--- config.mk ---
export PLATFORM = sky130hd
export DESIGN_NAME = crtc_timing_gen
export DESIGN_NICKNAME = d
export VERILOG_FILES = /design/src/rtl/crtc_pkg.sv /design/src/rtl/crtc_regfile.sv /design/src/rtl/crtc_timing_gen.sv
export SDC_FILE = /design/constraint.sdc
export NUM_CORES = 1
export LEC_CHECK = 0
export CAP_MARGIN = 25
export CORE_MARGIN = 2
export CORE_UTILIZATION = 47
export DETAILED_ROUTE_END_ITERATION = 10
export HOLD_SLACK_MARGIN = 0.02
export SYNTH_ARGS = -nofsm -noshare
export SYNTH_HDL_FRONTEND = slang
export SYNTH_SLANG_ARGS = --single-unit
export TNS_END_PERCENT = 100
--- constraint.sdc ---
create_clock -name CLK -period 6.05 [get_ports CLK]
set_input_delay 1.21 -clock CLK [delete_from_list [all_inputs] [get_ports CLK]]
set_output_delay 1.21 -clock CLK [all_outputs]
set_load 0.01 [all_outputs]
--- src/rtl/crtc_pkg.sv ---
// crtc_pkg: register indices, blink modes and vertical phase shared by the CRTC slice
package crtc_pkg;
    localparam logic [3:0] R_HTOTAL = 4'd0;
    localparam logic [3:0] R_HDISP  = 4'd1;
    localparam logic [3:0] R_HSPOS  = 4'd2;
    localparam logic [3:0] R_SYNCW  = 4'd3;
    localparam logic [3:0] R_VTOTAL = 4'd4;
    localparam logic [3:0] R_VADJ   = 4'd5;
    localparam logic [3:0] R_VDISP  = 4'd6;
    localparam logic [3:0] R_VSPOS  = 4'd7;
    localparam logic [3:0] R_MAXSL  = 4'd9;
    localparam logic [3:0] R_CURST  = 4'd10;
    localparam logic [3:0] R_CUREND = 4'd11;
    localparam logic [3:0] R_STARTH = 4'd12;
    localparam logic [3:0] R_STARTL = 4'd13;
    localparam logic [3:0] R_CURH   = 4'd14;
    localparam logic [3:0] R_CURL   = 4'd15;

    typedef enum logic [1:0] {
        BLINK_ON  = 2'b00,
        BLINK_OFF = 2'b01,
        BLINK_16  = 2'b10,
        BLINK_32  = 2'b11
    } blink_e;

    typedef enum logic {V_ROWS, V_ADJ} vstate_e;

    // ph holds frame counter bits [5:4]; the cursor shows while the selected bit is low
    function automatic logic blink_phase(input blink_e mode, input logic [1:0] ph);
        return mode == BLINK_ON ? 1'b1 : mode == BLINK_OFF ? 1'b0 : mode == BLINK_16 ? ~ph[0] : ~ph[1];
    endfunction
endpackage

--- src/rtl/crtc_regfile.sv ---
// crtc_regfile: address register, R0-R15 and bus decode; only R14/R15 read back
module crtc_regfile
    import crtc_pkg::*;
(
    input  logic             CLK,
    input  logic             RSTn,
    input  logic             CSn,
    input  logic             RS,
    input  logic             WEn,
    input  logic [7:0]       DIN,
    output logic [7:0]       DOUT,
    output logic [15:0][7:0] regs,
    output logic             r3_set
);
    logic [4:0] ar;

    always_ff @(posedge CLK or negedge RSTn) begin
        if (!RSTn) begin
            ar     <= '0;
            regs   <= '0;
            r3_set <= 1'b0;
        end else if (!CSn && !WEn) begin
            if (!RS)
                ar <= DIN[4:0];
            else if (!ar[4]) begin
                regs[ar[3:0]] <= DIN;
                if (ar[3:0] == R_SYNCW)
                    r3_set <= 1'b1;
            end
        end
    end

    assign DOUT = ar == {1'b0, R_CURH} ? regs[R_CURH] :
                  ar == {1'b0, R_CURL} ? regs[R_CURL] : 8'h00;
endmodule

--- src/rtl/crtc_timing_gen.sv ---
// crtc_timing_gen: 6845-style CRT controller producing sync, display enable,
// refresh address, raster address and cursor from the programmed registers.
module crtc_timing_gen
    import crtc_pkg::*;
#(
    parameter int HW  = 8,
    parameter int VW  = 7,
    parameter int SW  = 5,
    parameter int MAW = 14
) (
    input  logic           CLK,
    input  logic           RSTn,
    input  logic           CSn,
    input  logic           RS,
    input  logic           WEn,
    input  logic [7:0]     DIN,
    output logic [7:0]     DOUT,
    output logic           HSYNC,
    output logic           VSYNC,
    output logic           DE,
    output logic           CURSOR,
    output logic [MAW-1:0] MA,
    output logic [SW-1:0]  RA
);
    logic [15:0][7:0] regs;
    logic             r3_set;
    logic             unused_regs;

    crtc_regfile u_regs (
        .CLK    (CLK),
        .RSTn   (RSTn),
        .CSn    (CSn),
        .RS     (RS),
        .WEn    (WEn),
        .DIN    (DIN),
        .DOUT   (DOUT),
        .regs   (regs),
        .r3_set (r3_set)
    );

    assign unused_regs = ^regs;

    logic [HW-1:0]  hcnt, hcnt_n;
    logic [SW-1:0]  ra, ra_n;
    logic [VW-1:0]  row, row_n;
    vstate_e        vst, vst_n;
    logic [MAW-1:0] lstart, lstart_n;
    logic [5:0]     fc, fc_n;
    logic [3:0]     hs_rem, hs_rem_n, hs_w;
    logic [4:0]     vs_rem, vs_rem_n, vs_w;
    logic           h_end, line_end, adj_end, frame_end, hs_start, vs_start;

    assign hs_w = regs[R_SYNCW][3:0];
    assign vs_w = regs[R_SYNCW][7:4] == 4'd0 ? 5'd16 : {1'b0, regs[R_SYNCW][7:4]};

    always_comb begin
        h_end     = hcnt == HW'(regs[R_HTOTAL]);
        line_end  = ra == SW'(regs[R_MAXSL]);
        adj_end   = ra + 1'b1 == SW'(regs[R_VADJ]);
        frame_end = h_end && (vst == V_ADJ ? adj_end :
                    line_end && row == VW'(regs[R_VTOTAL]) && SW'(regs[R_VADJ]) == '0);
        hs_start  = hs_w != 4'd0 && hcnt == HW'(regs[R_HSPOS]);
        // VSYNC stays off after reset until the sync-width register has been programmed
        vs_start  = r3_set && vst == V_ROWS && hcnt == '0 && ra == '0 && row == VW'(regs[R_VSPOS]);
        hcnt_n    = h_end ? '0 : hcnt + 1'b1;
        ra_n      = ra;
        row_n     = row;
        vst_n     = vst;
        lstart_n  = lstart;
        fc_n      = fc;
        if (frame_end) begin
            ra_n     = '0;
            row_n    = '0;
            vst_n    = V_ROWS;
            lstart_n = MAW'({regs[R_STARTH], regs[R_STARTL]});
            fc_n     = fc + 1'b1;
        end else if (h_end) begin
            if (vst == V_ADJ || !line_end)
                ra_n = ra + 1'b1;
            else begin
                ra_n     = '0;
                lstart_n = lstart + MAW'(regs[R_HDISP]);
                if (row == VW'(regs[R_VTOTAL]))
                    vst_n = V_ADJ;
                else
                    row_n = row + 1'b1;
            end
        end
        hs_rem_n = hs_start ? hs_w - 4'd1 : hs_rem != 4'd0 ? hs_rem - 4'd1 : 4'd0;
        vs_rem_n = vs_start ? vs_w - {4'd0, h_end} :
                   (h_end && vs_rem != 5'd0) ? vs_rem - 5'd1 : vs_rem;
    end

    always_ff @(posedge CLK or negedge RSTn) begin
        if (!RSTn) begin
            hcnt   <= '0;
            ra     <= '0;
            row    <= '0;
            vst    <= V_ROWS;
            lstart <= '0;
            fc     <= '0;
            hs_rem <= '0;
            vs_rem <= '0;
        end else begin
            hcnt   <= hcnt_n;
            ra     <= ra_n;
            row    <= row_n;
            vst    <= vst_n;
            lstart <= lstart_n;
            fc     <= fc_n;
            hs_rem <= hs_rem_n;
            vs_rem <= vs_rem_n;
        end
    end

    assign HSYNC  = hs_start || hs_rem != 4'd0;
    assign VSYNC  = vs_start || vs_rem != 5'd0;
    assign DE     = hcnt < HW'(regs[R_HDISP]) && row < VW'(regs[R_VDISP]) && vst == V_ROWS;
    assign MA     = lstart + MAW'(hcnt);
    assign RA     = ra;
    assign CURSOR = DE && MA == MAW'({regs[R_CURH], regs[R_CURL]}) &&
                    ra >= SW'(regs[R_CURST][4:0]) && ra <= SW'(regs[R_CUREND]) &&
                    blink_phase(blink_e'(regs[R_CURST][6:5]), fc[5:4]);
endmodule

==> results of run 1 <==
-- path summary, 6_finish.rpt --
kind / from / to / depth (start not counted)
setup reg to reg: RA[0]$_DFFE_PN0P_ / lstart[10]$_DFFE_PN0P_ / 10
hold / removal: fc[5]$_DFFE_PN0P_ / fc[5]$_DFFE_PN0P_ / 1
min in group asynchronous: RSTn / fc[1]$_DFFE_PN0P_ / 1
hold reg to reg: fc[5]$_DFFE_PN0P_ / fc[5]$_DFFE_PN0P_ / 1
setup / recovery: hcnt[0]$_DFF_PN0_ / CURSOR / 11
max in group asynchronous: RSTn / u_regs.regs[121]$_DFFE_PN0P_ / 2
-- state kept, by name, indices dropped and copies added (netlist names) --
register       cells
RA                 5
fc                 6
hcnt               8
hs_rem             4
lstart            14
row                7
u_regs.ar          5
u_regs.r3_set      1
u_regs.regs      105
vs_rem             5
vst                1
-- area by class of cell --
cell class	count	area, sq um
Sequential cell	161	4030
Clock inverter	8	82.6
Multi-Input combinational cell	630	4920
Tap cell	265	332
Clock buffer	22	454
Timing Repair Buffer	47	482
Fill cell	1757	8930
Inverter	45	169
-- power groups by stage --
stage          Clock [mW]  Combinational (mW)  Sequential (mW)
3_3_place_gp            0                1.99             1.66
5_1_grt              1.07                2.27             1.70
4_1_cts              1.03                2.04             1.65
2_1_floorplan           0                1.53             1.52
3_5_place_dp            0                2.03             1.67
6_report             1.01                2.03             1.66
-- through the flow --
| stage | util | setup slack (ns) | power (mW) |
|---|---|---|---|
| finish | 0.539 | 0.791 | 4.70 |
| global route | 0.539 | 0.515 | 5.04 |
| CTS | 0.538 | 0.740 | 4.72 |
| detailed placement | 0.510 | 1.22 | 3.70 |
| global placement | 0.510 | 1.27 | 3.65 |
| floorplan | - | 2.10 | 3.04 |
-- synthesized netlist by cell type (16+ instances only) --
cell type,instances,area (sq um)
o21ai_0,30,150
xnor2_1,64,561
dfrtp_1,161,4030
a21oi_1,30,150
nor2_1,63,236
nor3_1,16,80.1
nand3_1,25,125
xor2_1,32,280
ha_1,50,626
inv_1,43,161
nand2_1,59,221
mux2_2,109,1230
clkbuf_1,20,75.1
-- routing by layer --
metal,up-vias,share of wire,routed length [microns]
met2,157,0.47,10800
li1,3120,-,-
met1,3303,0.45,10200
met4,0,0.022,495
met3,30,0.055,1240
met5,-,0,0
-- worst max-delay path, stage by stage (launching register included) --
cell             delay [ns]
dfrtp_1                0.51
ha_1                   0.29
fa_1                   0.42
a211oi_2               0.31
o21bai_2               0.19
xnor3_1                0.26
a41oi_2                0.16
nand4_1                0.11
a2111oi_2              0.37
nand4_1                0.15
nor4b_2                0.26
clkdlybuf4s50_1        0.58
-- cells by family after synthesis --
kind of cell	Yosys count
simple gates	231
mux	124
flops	161
xor+xnor	97
buf+inv	82
compound gates	126
fa+ha+maj	52
-- layout by cell type (no fill, tap or decap), types with 3 or more instances in the layout --
master,netlist,layout
a211o_1,4,4
a211oi_1,3,3
a21o_1,5,5
a21oi_1,30,30
a31oi_1,10,10
and2_1,3,3
and3_1,9,9
buf_4,3,3
clkbuf_1,20,4
clkbuf_16,0,17
clkdlybuf4s50_1,0,42
clkinv_4,0,3
dfrtp_1,161,161
ha_1,50,50
inv_1,43,43
mux2_2,109,109
mux2i_1,14,14
nand2_1,59,59
nand2b_1,6,6
nand3_1,25,25
nand4_1,14,14
nor2_1,63,63
nor2b_1,8,8
nor3_1,16,16
nor4_1,4,4
o211ai_1,4,4
o21a_1,3,3
o21ai_0,30,30
o21ai_1,5,5
o21bai_1,4,4
o31ai_1,5,5
xnor2_1,64,64
xor2_1,32,32
==> run metrics, run 1 <==
CTS tree yes; outcome completed; fin area ~10000 sq um; Crit Path Class flop to output pin; Hold Slack ~0.47 ns; WL per Instance 19.2 microns; worst reg-to-reg setup slack slightly below 3 ns; Die Height 145 microns; number of DRC markers in iteration 0 between 300 and 400; GRT overflow 0; Remaining DRCs 0; Worst-path clk slew about 0.06 ns; Max FO, Critical Path 10; RePlAce Congestion around 0.90; post-route minimum period about 5.3 ns; setup TNS 0 ns; multiplexer share of the synthesized area 0.148; Gate Count Post-Synth around 870; largest net degree at the start of global routing around 110; Vias/cell between 5 and 6; dpl cells 1147; Worst-Skew Late Latency between 0.4 and 0.5 ns; Hold Buf Count CTS 0; post-DP HPWL 15.9 mm; post-synthesis compound-gate area fraction 0.0897; Initial Util 0.479; Clk network pwr share 0.214; RSZ-0062 raised after global routing false; clock root buffer clkbuf_16; main flop type after synthesis dfrtp_1; share of post-route cells with drive strength above 1 0.177; leakage dissipation between 4 and 5 nW; Simple-Gate Fraction of Synth Area 0.126; FMAX about 0.19 GHz; PwrDens approximately 450 nW/um^2; sw power between 1.5 and 2 mW; area delta synth->final 12.6%; Max VDD drop about 210 uV; final slew viol count 0; met3 usage 0.0450; wirelength, routed approximately 23 mm; total of cells resized after clock tree synthesis 0; clk buf depth 2; Worst Tran Pin Value 1.09 ns; Sw Share 0.380; EDFF count, synth 0; Rows 51; Nets between 900 and 1000; Clock Skew ~0.0097 ns; main combinational cell family by area after synthesis multiplexers; met1 Usage GRT 0.315; Post-Syn Area roughly 9300 sq um; Synth Area per Inst ~11 sq um; post-synthesis sequential area ratio 0.434; Worst Hold Class flop to flop; Final Hold Fails 0; post-synthesis adder-cell area fraction 0.0717; Internal 2.91 mW; number of synthesized register bits about 160; core box area about 19000 sq um; syn nets approximately 940; Worst Setup Start Kind flop; Synth Area in XOR/XNOR 0.0929; area of placed instances 9900 sq um; Worst EP arrival a little over 4 ns; Combinational Power Share 0.433; post-route insts no fill approximately 1200; YS warnings 0; CP required approximately 4.8 ns; Worst slew margin 0.274; CTS buffer count 17; die area 20900 sq um; Die X approximately 140 microns; MaxCap Viol Count 0; # Post-CTS Setup Buffers 0; final setup fails 0; number of global-route vias before repair approximately 6700; first-pass GRT wire length 36.8 mm; I/O pin cnt 44; CP endpoint kind output pin; ratio of final minimum period to clock period 0.869; Synth cell types 73; GRT Total Usage 0.234; drt pass-1 iters 5; Buffers on Ports 43; most used routing layer met2; initial antenna violation count 0; Antenna Nets Post-Route 0; clock sink total ~160; Synth async-reset ratio 1.00; htree depth 4; routed vias between 6000 and 7000; ant diodes 0; sequential share of power 0.353; GRT met2 Usage 0.380
No activity file was read; power rests on OpenSTA's default activity.
==> run 2, diff against run 1 <==
- HOLD_SLACK_MARGIN: 0.02 -> 0.06
==> results of run 2 <==
Same layout as run 1: the final DEF is identical, and so are final timing and power.
==> run 3, diff against run 2 <==
- CORE_UTILIZATION: 47 -> 40
- clock period: 6.05 -> 6.29 ns (I/O delays scaled with it)
==> run 3 against run 2 <==
Against the previous run:
- first-iteration DRC count down 15%
- critical path depth unchanged
- largest cell class unchanged
- critical path type unchanged
- register-to-register slack better by 0.21 ns
- flip-flop and latch count unchanged
==> run metrics, run 3 (synthesis results as in run 1) <==
sequential share of power 0.346; FMAX between 0.15 and 0.2 GHz; Crit path max-delay family compound AO/OA/AOI/OAI gates; CTS tree yes; CP required 5.03 ns; Worst Tran Pin Value ~1.0 ns; RSZ-0062 raised after global routing false; clock root buffer clkbuf_16; first-pass GRT wire length around 37 mm; ant diodes 0; Hold Buf Count CTS 0; Internal 2.85 mW; core box area about 23000 sq um; MaxCap Viol Count 0; r2r endpoint lstart[10]$_DFFE_PN0P_; # Post-CTS Setup Buffers 0; final worst slack between 1 and 1.5 ns; final slew viol count 0; Clock Skew 0.00785 ns; GRT Total Usage 0.195; outcome completed; total of cells resized after clock tree synthesis 0; worst reg-to-reg setup slack roughly 3.1 ns; Worst Setup Start Kind flop; post-placement setup slack 1.42 ns; Rows 55; post-route minimum period 5.27 ns; Top cell by count, worst path nand4_1; Die Height 156 microns; Hold Slack between 0.4 and 0.5 ns; Antenna Nets Post-Route 0; CTS buffer count 17; Max VDD drop 179 uV; Nets between 900 and 1000; final design utilization 0.467; I/O pin cnt 44; max reg flops around 110; initial antenna violation count 0; Clk network pwr share 0.228; crit path launch hcnt[0]$_DFF_PN0_; GRT overflow 0; Worst slew margin 0.305; Initial Util 0.409; Top Registers u_regs.regs (105), lstart (14), hcnt (8); RR Startpoint RA[0]$_DFFE_PN0P_; WP depth 11; Buffers on Ports 43; Worst EP arrival between 4 and 5 ns; crit path to CURSOR; share of post-route cells with drive strength above 1 0.189; Final Hold Fails 0; Fillers approximately 2100; leakage dissipation between 4 and 5 nW; Worst-path clk slew about 0.060 ns; Max FO, Critical Path 10; Sw Share 0.380; Worst-Skew Late Latency ~0.43 ns; clk buf depth 2; area delta synth->final 14.1%; PwrDens 433 nW/um^2; wirelength, routed about 23 mm; Die X approximately 160 microns; most common cell after layout, fill and taps aside dfrtp_1; Crit Path Class flop to output pin; die area about 24000 sq um; CP max-delay cell clkdlybuf4s50_1; final setup fails 0; ratio of final minimum period to clock period 0.838; WL per Instance ~19 microns; RePlAce Congestion between 0.8 and 0.9; crit path cell chain ha_1, fa_1, a211oi_2, o21bai_2, xnor3_1, a41oi_2, nand4_1, a2111oi_2, nand4_1, nor4b_2, clkdlybuf4s50_1; routed vias 6526; largest net degree at the start of global routing 75; Worst Hold Class flop to flop; drt pass-1 iters 5; area occupied by multi-input gates 4920 sq um; Vias/cell 5.42; number of DRC markers in iteration 0 about 330; Combinational Power Share 0.427; Final Power about 4.6 mW; clock sink total roughly 160; Critical path buffers and inverters 1; Reg with most FFs u_regs.regs; setup TNS 0 ns; number of global-route vias before repair 6457; post-DP HPWL around 16 mm; CP endpoint kind output pin; R2R cell count 10; Slowest Stage Delay on Critical Path ~0.6 ns; Remaining DRCs 0; htree depth 4; sw power between 1.5 and 2 mW; register area slightly above 4000 sq um; most frequent cells in the layout 161 x dfrtp_1, 109 x mux2_2, 64 x xnor2_1
==> run 3: cell types whose count changed in the layout (fill, tap and decap cells not counted), sizes merged <==
| cell | delta |
|---|---|
| clkinvlp | +4 |
| bufinv | +1 |
| buf | +5 |
| inv | +3 |
| clkinv | -2 |
| clkbuf | -4 |
==> run 3: per-stage QoR <==
| stage | std cells | instance area, sq um |
|---|---|---|
| after floorplan | 873 | 9290 |
| after global placement | 1170 | 9950 |
| after detailed placement | 1170 | 9950 |
| after CTS | 1202 | 10500 |
| after global routing | 1205 | 10600 |
| final | 1205 | 10600 |
==> run 3: final cells by class <==
| type | count | share of cell area |
|---|---|---|
| clock inverters | 14 | 0.0145 |
| repair buffers | 52 | 0.0504 |
| well taps | 285 | 0.0336 |
| clock buffers | 18 | 0.0414 |
| flip-flops and latches | 161 | 0.380 |
| inverters | 45 | 0.0159 |
| multi-input cells | 630 | 0.464 |
==> run 3: worst min path at each step <==
stage / endpoint / start / cells after the start
floorplan: u_regs.r3_set$_DFFE_PN0P_ / u_regs.r3_set$_DFFE_PN0P_ / 1
global placement: u_regs.r3_set$_DFFE_PN0P_ / u_regs.r3_set$_DFFE_PN0P_ / 1
detailed placement: u_regs.r3_set$_DFFE_PN0P_ / u_regs.r3_set$_DFFE_PN0P_ / 1
CTS: fc[5]$_DFFE_PN0P_ / fc[5]$_DFFE_PN0P_ / 1
global route: fc[5]$_DFFE_PN0P_ / fc[5]$_DFFE_PN0P_ / 1
finish: fc[5]$_DFFE_PN0P_ / fc[5]$_DFFE_PN0P_ / 1
==> run 3: per-layer routing <==
layer,track usage,up-vias,share of wire
met5,0,-,0
met3,0.0313,17,0.035
met1,0.284,3256,0.50
li1,-,3137,-
met4,0.0485,0,0.012
met2,0.304,116,0.46
==> run 3: power groups by stage <==
stage          clock, mW  combinational (mW)  sequential (mW)
2_1_floorplan          0                1.47             1.46
3_3_place_gp           0                1.93             1.60
3_5_place_dp           0                1.95             1.61
4_1_cts             1.07                1.96             1.59
5_1_grt             1.11                2.17             1.63
6_report            1.05                1.96             1.59
==> patch 1: new RTL, flow settings as in run 1 <==
`VW`: 7 -> 8.
--- a/src/rtl/crtc_timing_gen.sv
+++ b/src/rtl/crtc_timing_gen.sv
@@ -4,7 +4,7 @@
     import crtc_pkg::*;
 #(
     parameter int HW  = 8,
-    parameter int VW  = 7,
+    parameter int VW  = 8,
     parameter int SW  = 5,
     parameter int MAW = 14
 ) (
Formal check against the unedited RTL: not equivalent (Yosys sat finds a counterexample within 10 cycles, from zero or initial values and one cycle with RSTn low).
==> patch 1 against run 1 <==
  * Area after synthesis is 2.6% higher
  * Worst setup slack worse by 0.21 ns
  * Critical path type unchanged
  * Largest cell class unchanged
  * Final area is 3.6% higher
  * Wire length is 4.3% higher
  * Total power is 6.4% lower
  * Clock skew is 0.0040 ns higher
  * Critical path depth stayed put
  * Register-to-register slack worse by 0.44 ns
  * Sequential cell count is 4 higher
  * Via count is 2.2% higher
==> patch 1: results (changes against run 1) <==
- Status: completed (unchanged)
- P_leak: 4.99 nW (was 4.76 nW)
- Synth area leaders: dfrtp_1 43%, mux2_2 14%, ha_1 6.7%, xnor2_1 4.9%, xor2_1 3.8% (was dfrtp_1 43%, mux2_2 13%, ha_1 6.7%, xnor2_1 6.0%, xor2_1 3.0%)
- Register area share after synthesis: 43.3% (was 43.4%)
- Synth cell count leaders: 165 x dfrtp_1, 115 x mux2_2, 63 x nor2_1, 53 x nand2_1, 53 x xnor2_1 (was 161 x dfrtp_1, 109 x mux2_2, 64 x xnor2_1, 63 x nor2_1, 59 x nand2_1)
- Gp weighted congestion: 0.905 (was 0.896)
- First-pass GRT wire length: 37500 um (was 36800 um)
- Vias in the first global route: 6536 (was 6659)
- Crit Reg-Reg Endpoint: row[6]$_DFFE_PN0P_ (was lstart[10]$_DFFE_PN0P_)
- # fillers: 1856 (was 1757)
- Gr usage total: 22.9% (was 23.4%)
- Initial antenna violation count: 1 (was 0)
- RR Startpoint: hcnt[1]$_DFF_PN0_ (was RA[0]$_DFFE_PN0P_)
- FF-to-FF setup slack: 2.46 ns (was 2.90 ns)
- Slew @ Worst Pin: 1.04 ns (was 1.09 ns)
- Worst Path Max Fanout: 9 (was 10)
- Sw Pwr: 0.00156 W (was 0.00179 W)
- Vias: 6758 (was 6610)
- Syn_nets: 974 (was 938)
- VDD IR max: 0.190 mV (was 0.210 mV)
- FF-to-FF path depth: 9 (was 10)
- CP max stage delay: 0.53 ns (was 0.58 ns)
- Largest regs: u_regs.regs x108, lstart x14 (was u_regs.regs x105, lstart x14, hcnt x8)
- DP Area: 0.0102 mm2 (was 0.00990 mm2)
- DR iter-0 viols: 380 (was 394)
patch 1: cell count changes after synthesis, sizes merged, moves of 4 or more:
cell,before,now
a31oi,10,1
buf,16,10
clkbuf,21,32
dfrtp,161,165
mux2,110,115
nand2,59,53
nand2b,6,10
nor2b,8,14
nor3,18,23
xnor2,64,54
xor2,32,41
patch 1: worst max path at each step:
stage          slack, ns              start     end
6_report            0.59  hcnt[0]$_DFF_PN0_  CURSOR
5_1_grt             0.44  RA[3]$_DFFE_PN0P_  CURSOR
4_1_cts             0.54  hcnt[0]$_DFF_PN0_  CURSOR
3_5_place_dp        1.00  hcnt[0]$_DFF_PN0_  CURSOR
3_3_place_gp        1.02  hcnt[0]$_DFF_PN0_  CURSOR
2_1_floorplan       2.01  hcnt[0]$_DFF_PN0_  CURSOR
patch 1: final cells by class:
type / count / area [um2] / area share [%]
Inverter: 45 / 169 / 1.56
Clock inverter: 13 / 195 / 1.80
Sequential cell: 165 / 4130 / 38.1
Clock buffer: 19 / 443 / 4.09
Tap cell: 270 / 338 / 3.12
Timing Repair Buffer: 48 / 477 / 4.40
Multi-Input combinational cell: 656 / 5090 / 46.9
patch 1: critical path, delay by kind of cell, from the launching register on:
family	cells	cell delay, ns
buffers and inverters	1	0.53
xor gates and xnor gates	1	0.18
and+or+nand+nor	4	1.00
DFF	1	0.49
adders and majority gates	2	0.77
AOI/OAI and AO/OA	3	0.86
patch 1: kinds of logic after synthesis:
kind of cell / synth area share [%]
AND/OR/NAND/NOR: 13.5
flip-flops: 43.3
AO/OA/AOI/OAI: 8.46
buffers and inverters: 3.59
adder cells (fa/ha/maj): 7.12
XOR/XNOR: 8.81
multiplexers: 15.2
patch 1: metal layers:
layer	GRT usage [%]	routed length, um
met5	0	0
met4	6.80	373
met3	3.91	901
met2	36.3	10900
met1	32.3	11500
patch 1: power by group through the flow:
stage / Clock, W / Combinational [W] / Sequential, W
floorplan: 0 / 0.00114 / 0.00154
global placement: 0 / 0.00152 / 0.00167
detailed placement: 0 / 0.00154 / 0.00168
CTS: 0.00121 / 0.00155 / 0.00166
global route: 0.00125 / 0.00172 / 0.00170
finish: 0.00119 / 0.00154 / 0.00166
patch 1: stage by stage:
| step | std cells | worst slack, ns | util [%] | hold slack, ns |
|---|---|---|---|---|
| 2_1_floorplan | 908 | 2.01 | - | 0.434 |
| 3_3_place_gp | 1183 | 1.02 | 50.8 | 0.456 |
| 3_5_place_dp | 1184 | 1.00 | 50.9 | 0.461 |
| 4_1_cts | 1216 | 0.536 | 54.1 | 0.480 |
| 5_1_grt | 1216 | 0.442 | 54.1 | 0.513 |
| 6_report | 1216 | 0.585 | 54.1 | 0.488 |
==> patch 2: new RTL, settings of run 1 <==
Without the edit above. Make the reset (`RSTn`) synchronous in 2 clocked blocks.
--- a/src/rtl/crtc_regfile.sv
+++ b/src/rtl/crtc_regfile.sv
@@ -14,7 +14,7 @@
 );
     logic [4:0] ar;
 
-    always_ff @(posedge CLK or negedge RSTn) begin
+    always_ff @(posedge CLK) begin
         if (!RSTn) begin
             ar     <= '0;
             regs   <= '0;
--- a/src/rtl/crtc_timing_gen.sv
+++ b/src/rtl/crtc_timing_gen.sv
@@ -91,7 +91,7 @@
                    (h_end && vs_rem != 5'd0) ? vs_rem - 5'd1 : vs_rem;
     end
 
-    always_ff @(posedge CLK or negedge RSTn) begin
+    always_ff @(posedge CLK) begin
         if (!RSTn) begin
             hcnt   <= '0;
             ra     <= '0;
Formal check against the unedited RTL: differs if RSTn is asserted again (counterexample within 4 cycles, from zero or initial values and one cycle with RSTn low); with RSTn held inactive, the same outputs for 4 cycles.
==> patch 2 against run 1 <==
  * Sequential cell count unchanged
  * Critical path depth shrank 1
  * Worst setup slack lost 0.036 ns
  * Maximum frequency fell by 0.68%
  * Area after synthesis decreased by 2.7%
  * Final area fell by 2.8%
  * Wire length rose by 3.7%
  * Global-route usage is 0.70 points higher
  * Count of clock-buffer cells in the layout down 4
  * Largest cell class unchanged
  * Highest routed layer unchanged
Power is not compared: it rests on default switching activity, and its combinational part moved more than twofold at a synthesized area within 25%.
==> patch 2: results (changes against run 1) <==
- Status: completed (unchanged)
- Largest delay share family, worst path: simple AND/OR/NAND/NOR gates (was compound AO/OA/AOI/OAI gates)
- Hpwl dp: 16400 um (was 15900 um)
- Vias: 7033 (was 6610)
- Met2 Use GR: 39.1% (was 38.0%)
- FF-to-FF setup slack: 2.86 ns (was 2.90 ns)
- Gr usage total: 24.1% (was 23.4%)
- Most common flop cell mapped by yosys: dfxtp_1 (was dfrtp_1)
- RR Startpoint: RA[4]$_SDFFE_PP0P_ (was RA[0]$_DFFE_PN0P_)
- Synth area leaders: dfxtp_1 36%, mux2i_1 14%, ha_1 6.9%, nor2_1 5.6%, xor2_1 5.3% (was dfrtp_1 43%, mux2_2 13%, ha_1 6.7%, xnor2_1 6.0%, xor2_1 3.0%)
- Largest net degree at the start of global routing: 69 (was 112)
- Pre-antenna DRT Iters: 7 (was 5)
- Worst Path Max Fanout: 9 (was 10)
- Wire per inst: 18.4 um (was 19.2 um)
- DR iter-0 viols: 367 (was 394)
- M1 WL: 11200 um (was 10200 um)
- Distinct cells, synth: 69 (was 73)
- Hold_sp: u_regs.r3_set$_SDFFE_PN0P_ (was fc[5]$_DFFE_PN0P_)
- FFs w/ async S/R, synth: 0% (was 100%)
- Skew final: 0.0126 ns (was 0.00968 ns)
- Crit path max-delay cell type: or4b_1 (was clkdlybuf4s50_1)
- Share of cells above drive strength 1: 4.69% (was 17.7%)
- First-pass GRT wire length: 37800 um (was 36800 um)
- Worst hold stages: 2 (was 1)
- Crit Reg-Reg Endpoint: RA[2]$_SDFFE_PP0P_ (was lstart[10]$_DFFE_PN0P_)
- Pre-CTS WS: 1.21 ns (was 1.22 ns)
- Register area share after synthesis: 35.6% (was 43.4%)
- Met2 WL: 10700 um (was 10800 um)
- Post-Synth XOR/XNOR Area: 9.64% (was 9.29%)
- Hold Slack: 0.467 ns (was 0.469 ns)
- Dominant combinational cell family by area after synthesis: simple AND/OR/NAND/NOR gates (was multiplexers)
- Synth cell count leaders: 161 x dfxtp_1, 136 x nor2_1, 127 x mux2i_1, 55 x xor2_1, 51 x nand2_1 (was 161 x dfrtp_1, 109 x mux2_2, 64 x xnor2_1, 63 x nor2_1, 59 x nand2_1)
## patch 2: changes by cell type in the layout (fill, tap and decap cells not counted), moves of 6 or more
| cell | run 1 | this run |
|---|---|---|
| mux2_2 | 109 | 0 |
| dfrtp_1 | 161 | 0 |
| mux2i_1 | 14 | 127 |
| nand3_1 | 25 | 35 |
| nand2_1 | 59 | 51 |
| a31oi_1 | 10 | 4 |
| xnor2_1 | 64 | 42 |
| nand4_1 | 14 | 8 |
| nor2b_1 | 8 | 50 |
| dfxtp_1 | 0 | 161 |
| xor2_1 | 32 | 55 |
| nor2_1 | 63 | 136 |
## patch 2: area by class of cell
type | instances | area, um2 | area share [%]
clock buffers | 18 | 429 | 4.22
clock inverters | 14 | 143 | 1.40
inverters | 42 | 158 | 1.55
multi-input cells | 761 | 5430 | 53.4
flip-flops and latches | 161 | 3220 | 31.7
well taps | 234 | 293 | 2.88
repair buffers | 49 | 498 | 4.89
